[src/rtl/sp_dram_arb_if.sv]
// sp_dram_arb_if: requester-side and DRAM-side signals of the single-port DRAM arbiter
interface sp_dram_arb_if #(
    parameter int PORTS      = 2,
    parameter int ADDR_WIDTH = 25,
    parameter int DATA_WIDTH = 128,
    parameter int MASK_WIDTH = 16
);
    logic [PORTS-1:0]            req;
    logic [PORTS-1:0]            req_we;
    logic [PORTS*ADDR_WIDTH-1:0] req_addr;
    logic [PORTS*DATA_WIDTH-1:0] req_din;
    logic [PORTS*MASK_WIDTH-1:0] req_mask;
    logic [PORTS-1:0]            ack;
    logic [PORTS-1:0]            rd_valid;
    logic [DATA_WIDTH-1:0]       rd_data;
    logic [ADDR_WIDTH-1:0]       mem_addr;
    logic [DATA_WIDTH-1:0]       mem_din;
    logic [MASK_WIDTH-1:0]       mem_mask;
    logic                        mem_we;
    logic                        mem_re;
    logic [DATA_WIDTH-1:0]       mem_dout;
    logic                        mem_ready;

    modport slave (
        input  req, req_we, req_addr, req_din, req_mask, mem_dout, mem_ready,
        output ack, rd_valid, rd_data, mem_addr, mem_din, mem_mask, mem_we, mem_re
    );

    modport master (
        output req, req_we, req_addr, req_din, req_mask, mem_dout, mem_ready,
        input  ack, rd_valid, rd_data, mem_addr, mem_din, mem_mask, mem_we, mem_re
    );
endinterface

[src/rtl/sp_dram_arb.sv]
// sp_dram_arb: round-robin arbiter sharing one DRAM command port between PORTS requesters
module sp_dram_arb #(
    parameter int PORTS      = 2,
    parameter int ADDR_WIDTH = 25,
    parameter int DATA_WIDTH = 128,
    parameter int MASK_WIDTH = 16
) (
    input  logic          clk,
    input  logic          rst_n,
    sp_dram_arb_if.slave  bus
);
    localparam int PW = PORTS > 1 ? $clog2(PORTS) : 1;

    typedef enum logic [1:0] {IDLE, ISSUE, GAP, WAIT_RD} state_t;

    state_t                 state_q, state_d;
    logic [PW-1:0]          last_q, last_d, g_q, g_d, pick, idx;
    logic                   found, we_q, we_d;
    logic [PORTS-1:0]       ack_q, ack_d, rv_q, rv_d;
    logic                   mem_we_q, mem_we_d, mem_re_q, mem_re_d;
    logic [ADDR_WIDTH-1:0]  addr_q, addr_d;
    logic [DATA_WIDTH-1:0]  din_q, din_d, rd_q, rd_d;
    logic [MASK_WIDTH-1:0]  mask_q, mask_d;
    logic [ADDR_WIDTH-1:0]  addr_a [PORTS];
    logic [DATA_WIDTH-1:0]  din_a  [PORTS];
    logic [MASK_WIDTH-1:0]  mask_a [PORTS];

    for (genvar i = 0; i < PORTS; i++) begin : g_unpack
        assign addr_a[i] = bus.req_addr[i*ADDR_WIDTH +: ADDR_WIDTH];
        assign din_a[i]  = bus.req_din[i*DATA_WIDTH +: DATA_WIDTH];
        assign mask_a[i] = bus.req_mask[i*MASK_WIDTH +: MASK_WIDTH];
    end

    // Round-robin search: first requesting port after the last grant, wrapping modulo PORTS
    always_comb begin
        found = 1'b0;
        pick  = last_q;
        idx   = last_q;
        for (int k = 1; k <= PORTS; k++) begin
            idx = PW'((32'(last_q) + 32'(k)) % PORTS);
            if (!found && bus.req[idx]) begin
                found = 1'b1;
                pick  = idx;
            end
        end
    end

    // Next state and next registered outputs; strobes and pulses default low every cycle
    always_comb begin
        state_d  = state_q;
        last_d   = last_q;
        g_d      = g_q;
        we_d     = we_q;
        ack_d    = '0;
        rv_d     = '0;
        mem_we_d = 1'b0;
        mem_re_d = 1'b0;
        addr_d   = addr_q;
        din_d    = din_q;
        mask_d   = mask_q;
        rd_d     = rd_q;
        case (state_q)
            IDLE: if (bus.mem_ready && found) begin
                state_d     = ISSUE;
                g_d         = pick;
                last_d      = pick;
                we_d        = bus.req_we[pick];
                addr_d      = addr_a[pick];
                din_d       = din_a[pick];
                mask_d      = mask_a[pick];
                ack_d[pick] = 1'b1;
                mem_we_d    = bus.req_we[pick];
                mem_re_d    = !bus.req_we[pick];
            end
            ISSUE:   state_d = GAP;
            GAP:     state_d = we_q ? IDLE : WAIT_RD;
            WAIT_RD: if (bus.mem_ready) begin
                state_d   = IDLE;
                rd_d      = bus.mem_dout;
                rv_d[g_q] = 1'b1;
            end
            default: state_d = IDLE;
        endcase
    end

    // State and output registers; reset abandons any operation in flight
    always_ff @(posedge clk or negedge rst_n) begin
        if (!rst_n) begin
            state_q  <= IDLE;
            last_q   <= PW'(PORTS - 1);
            g_q      <= '0;
            we_q     <= 1'b0;
            ack_q    <= '0;
            rv_q     <= '0;
            mem_we_q <= 1'b0;
            mem_re_q <= 1'b0;
            addr_q   <= '0;
            din_q    <= '0;
            mask_q   <= '0;
            rd_q     <= '0;
        end else begin
            state_q  <= state_d;
            last_q   <= last_d;
            g_q      <= g_d;
            we_q     <= we_d;
            ack_q    <= ack_d;
            rv_q     <= rv_d;
            mem_we_q <= mem_we_d;
            mem_re_q <= mem_re_d;
            addr_q   <= addr_d;
            din_q    <= din_d;
            mask_q   <= mask_d;
            rd_q     <= rd_d;
        end
    end

    assign bus.ack      = ack_q;
    assign bus.rd_valid = rv_q;
    assign bus.rd_data  = rd_q;
    assign bus.mem_addr = addr_q;
    assign bus.mem_din  = din_q;
    assign bus.mem_mask = mask_q;
    assign bus.mem_we   = mem_we_q;
    assign bus.mem_re   = mem_re_q;
endmodule
[src/flat_wrapper.sv]
// flat-port wrapper written by rule: the top's interface ports become plain ports
module sp_dram_arb_flat 
#(
    parameter int PORTS      = 2,
    parameter int ADDR_WIDTH = 25,
    parameter int DATA_WIDTH = 128,
    parameter int MASK_WIDTH = 16
)
  (clk, rst_n, bus_req, bus_req_we, bus_req_addr, bus_req_din, bus_req_mask, bus_mem_dout, bus_mem_ready, bus_ack, bus_rd_valid, bus_rd_data, bus_mem_addr, bus_mem_din, bus_mem_mask, bus_mem_we, bus_mem_re);
  sp_dram_arb_if #(.PORTS(PORTS), .ADDR_WIDTH(ADDR_WIDTH), .DATA_WIDTH(DATA_WIDTH), .MASK_WIDTH(MASK_WIDTH)) bus_i ();
  input  logic clk;
  input  logic rst_n;
  input wire logic [$bits(bus_i.req)-1:0] bus_req;
  input wire logic [$bits(bus_i.req_we)-1:0] bus_req_we;
  input wire logic [$bits(bus_i.req_addr)-1:0] bus_req_addr;
  input wire logic [$bits(bus_i.req_din)-1:0] bus_req_din;
  input wire logic [$bits(bus_i.req_mask)-1:0] bus_req_mask;
  input wire logic [$bits(bus_i.mem_dout)-1:0] bus_mem_dout;
  input wire logic [$bits(bus_i.mem_ready)-1:0] bus_mem_ready;
  output wire logic [$bits(bus_i.ack)-1:0] bus_ack;
  output wire logic [$bits(bus_i.rd_valid)-1:0] bus_rd_valid;
  output wire logic [$bits(bus_i.rd_data)-1:0] bus_rd_data;
  output wire logic [$bits(bus_i.mem_addr)-1:0] bus_mem_addr;
  output wire logic [$bits(bus_i.mem_din)-1:0] bus_mem_din;
  output wire logic [$bits(bus_i.mem_mask)-1:0] bus_mem_mask;
  output wire logic [$bits(bus_i.mem_we)-1:0] bus_mem_we;
  output wire logic [$bits(bus_i.mem_re)-1:0] bus_mem_re;
  assign bus_i.req = bus_req;
  assign bus_i.req_we = bus_req_we;
  assign bus_i.req_addr = bus_req_addr;
  assign bus_i.req_din = bus_req_din;
  assign bus_i.req_mask = bus_req_mask;
  assign bus_i.mem_dout = bus_mem_dout;
  assign bus_i.mem_ready = bus_mem_ready;
  assign bus_ack = bus_i.ack;
  assign bus_rd_valid = bus_i.rd_valid;
  assign bus_rd_data = bus_i.rd_data;
  assign bus_mem_addr = bus_i.mem_addr;
  assign bus_mem_din = bus_i.mem_din;
  assign bus_mem_mask = bus_i.mem_mask;
  assign bus_mem_we = bus_i.mem_we;
  assign bus_mem_re = bus_i.mem_re;
  sp_dram_arb #(.PORTS(PORTS), .ADDR_WIDTH(ADDR_WIDTH), .DATA_WIDTH(DATA_WIDTH), .MASK_WIDTH(MASK_WIDTH)) u_core (.clk(clk), .rst_n(rst_n), .bus(bus_i));
endmodule
[config.mk]
export PLATFORM = sky130hd
export DESIGN_NAME = sp_dram_arb_flat
export DESIGN_NICKNAME = d
export VERILOG_FILES = /design/src/rtl/sp_dram_arb_if.sv /design/src/rtl/sp_dram_arb.sv /design/src/flat_wrapper.sv
export SDC_FILE = /design/constraint.sdc
export NUM_CORES = 1
export LEC_CHECK = 0
export BUFFER_PORTS_ARGS = -buffer_cell sky130_fd_sc_hd__buf_2
export CAP_MARGIN = 0
export CORE_AREA = 2 2 306 308
export DETAILED_ROUTE_END_ITERATION = 12
export DIE_AREA = 0 0 308 310
export PLACE_DENSITY = 0.33
export SLEW_MARGIN = 10
export SYNTH_ARGS = -nofsm -noshare
export SYNTH_HDL_FRONTEND = slang
export SYNTH_SLANG_ARGS = --single-unit
[constraint.sdc]
create_clock -name clk -period 4 [get_ports clk]
set_input_delay 0.4 -clock clk [delete_from_list [all_inputs] [get_ports clk]]
set_output_delay 0.4 -clock clk [all_outputs]
set_load 0.01 [all_outputs]
==> qor.yml <==
status: "finished clean"
hp-class: "input pin to flip-flop"
yosysWarnings: 0
tightest_slew_ns: 0.808
cts_buffers: 41
cp_slowest_stage_delay_ns: 0.73
setup_viol: 0
grt_pass1_wl_um: 82500
synth_adder_area_share_pct: 0
drive_above_1_share_pct: 51.1
end_kind: "flip-flop"
final_nets: 2390
ys_seq_elements: 308
seq_power_share_pct: 34.6
cts_tree: "built"
slew_violations: 0
final_common_cell: "buf_2"
hold_violations: 0
gp_congestion: 0.775
switching_share_pct: 33.8
die_area_um2: 95500
die_w_um: 308
critical_path_class: "flip-flop to flip-flop"
yosys.area_share.simple_pct: 0.830
start_util_pct: 13.7
maxCapViolations: 0
numClockSinks: 308
p_switching_uw: 5230
synthMuxAreaShare_pct: 11.5
antenna_found_initial: 17
grt_max_degree: 131
dr.first_iter.drc_count: 514
ir_drop_uv: 265
vias: 12284
vias_per_cell: 3.89
drc: 0
required_ns: 4.52
cts_buffer_depth: 3
clock_latency_ns: 0.59
area_growth_pct: 74.6
power_frac_clock_pct: 24.5
synth_cell_types: 25
postSynthCellCount: 892
worstRegToRegCells: 5
path_buf_inv: 2
synth_area_um2: 12700
post-route-min-period_ns: 2.76
synth_xor_area_share_pct: 0
timing.setup.tns_ns: 0
critPathMaxFanout: 36
synth_top_family_by_area: "compound AO/OA/AOI/OAI gates"
power_density_nw_per_um2: 701
p_int_uw: 10200
dp_cells: 2800
clock-root-buffer: "clkbuf_16"
crit_family: "simple AND/OR/NAND/NOR gates"
slew_headroom_pct: 46.1
finalClockSkew_ns: 0.0240
grt_use_met3_pct: 3.73
p_comb_share_pct: 40.9
final_cell_mix: "774 x buf_2, 307 x dfrtp_1, 271 x dlygate4sd3_1, 169 x a21boi_0, 169 x a221o_1"
synth-edff-count: 0
post_cts_buffers: 0
yosys_most_used_dff: "dfrtp_1"
leakagePower_uw: 0.0106
rsz0062_at_grt: "no"
dp_hpwl_um: 41300
rows: 112
num_io_pins: 776
grtUsageMet1_pct: 12.2
drtAntennaViolNets: 0
synth-compound-area-share_pct: 23.7
synth.avg_cell_area_um2: 14.2
first_pass_iters: 4
synth-seq-area-share_pct: 60.9
grt_util_all_layers_pct: 11.4
cp_num_cells: 5
cts_resized: 0
n_fill_cell: 9877
dieHeight_um: 310
grt_util_met2_pct: 20.5
wl_um: 57700
clock.fmax_ghz: 0.362
clk_pin_slew_ns: 0.06
startpoint_type: "flip-flop"
routedWlPerCell_um: 18.3
final_cells: 3154
crit_slowest_cell: "and3_4"
overflow: 0
grt_pass1_vias: 13172
core-area_um2: 92500
path_cells: "nor3b_4 -> and3_4 -> buf_4 -> a221o_1 -> dlygate4sd3_1"
port_buffers: 775
cp_data_arrival_time_ns: 3.28
htreeDepth: 2
synth_nets: 1365
finalCritPeriodShare_pct: 69.0
ys_async_sr_fraction_pct: 100
hold_depth: 2
top_usage_layer: "met2"
## power groups by stage
stage	clock, uW	sequential (uW)	combinational (uW)
floorplan	0	6010	2330
global placement	0	5380	5710
detailed placement	0	5370	5750
CTS	3970	5360	6420
global route	4080	5550	6860
finish	3790	5350	6330
## cell usage after synthesis, types with 2 or more instances
master | n | area share (%)
clkbuf_1 | 45 | 1.3
mux2_2 | 128 | 11
dfrtp_1 | 307 | 61
nand2_1 | 4 | 0.12
buf_1 | 9 | 0.27
buf_2 | 35 | 1.4
a21oi_1 | 4 | 0.16
and2_1 | 2 | 0.099
a221o_1 | 169 | 13
and3_1 | 3 | 0.15
nor2_1 | 4 | 0.12
a21boi_0 | 169 | 10
## logic make-up after synthesis
| family | after synthesis |
|---|---|
| compound gates | 345 |
| buf+inv | 91 |
| flops | 308 |
| mux | 129 |
| simple gates | 19 |
## cell type report
cell class | instances | area [um^2] | area share [%]
clock buffer | 63 | 1190 | 5.38
antenna | 10 | 25.0 | 0.113
sequential | 308 | 7710 | 34.9
tap | 1197 | 1500 | 6.78
timing repair buffer | 1072 | 6910 | 31.3
inverter | 1 | 3.75 | 0.0170
multi-input combinational | 493 | 4590 | 20.8
clock inverter | 10 | 176 | 0.798
## worst paths after layout
check | to | slack (ns) | from
min in group asynchronous | u_core.bus.mem_mask[6]$_DFFE_PN0P_ | 0.38 | rst_n
max in group asynchronous | u_core.bus.rd_data[38]$_DFFE_PN0P_ | 2.55 | rst_n
min reg2reg | u_core.bus.rd_valid[0]$_DFF_PN0_ | 0.49 | u_core.g_q$_DFFE_PN0P_
max reg2reg | u_core.bus.mem_addr[8]$_DFFE_PN0P_ | 1.24 | u_core.state_q[0]$_DFFE_PN0P_
min | u_core.bus.mem_din[65]$_DFFE_PN0P_ | 0.06 | bus_req_din[65]
max | u_core.bus.mem_addr[8]$_DFFE_PN0P_ | 1.24 | u_core.state_q[0]$_DFFE_PN0P_
## worst reg2reg max path, delay by kind of cell (launching register included)
family | cells | cell delay (ns)
AO/OA/AOI/OAI | 1 | 0.21
AND/OR/NAND/NOR | 2 | 1.04
flip-flops | 1 | 0.46
buffers and inverters | 2 | 1.01
## stage by stage
step | instance area [um^2] | hold WS [ns] | power [uW] | utilization (%) | setup slack [ns]
2_1_floorplan | 12700 | 0.104 | 8350 | - | 2.39
3_3_place_gp | 18000 | 0.423 | 11100 | 19.5 | 1.76
3_5_place_dp | 18000 | 0.422 | 11100 | 19.5 | 1.69
4_1_cts | 22100 | 0.000164 | 15800 | 23.9 | 1.23
5_1_grt | 22100 | 0.0141 | 16500 | 23.9 | 1.11
6_report | 22100 | 0.0602 | 15500 | 23.9 | 1.24
## registers in the layout, summed over array words and instances (netlist names)
signal               cells
u_core.last_q            1
u_core.we_q              1
u_core.bus.mem_din     128
u_core.state_q           2
u_core.bus.mem_we        1
u_core.g_q               1
u_core.bus.mem_mask     16
u_core.bus.ack           2
u_core.bus.rd_data     128
u_core.bus.mem_re        1
u_core.bus.rd_valid      2
u_core.bus.mem_addr     25
## per-layer routing
metal,wire (um),part of all wire (%)
met3,4730,8.2
met1,21500,37
met4,1710,3.0
met2,29600,51
met5,134,0.23
## what timing repair did
action / CTS / global route
hold buffers: 271 / 0
endpoints found under the hold margin: 256 / 0
endpoints found under the setup margin: 0 / 0
No activity file was read; power rests on OpenSTA's default activity.
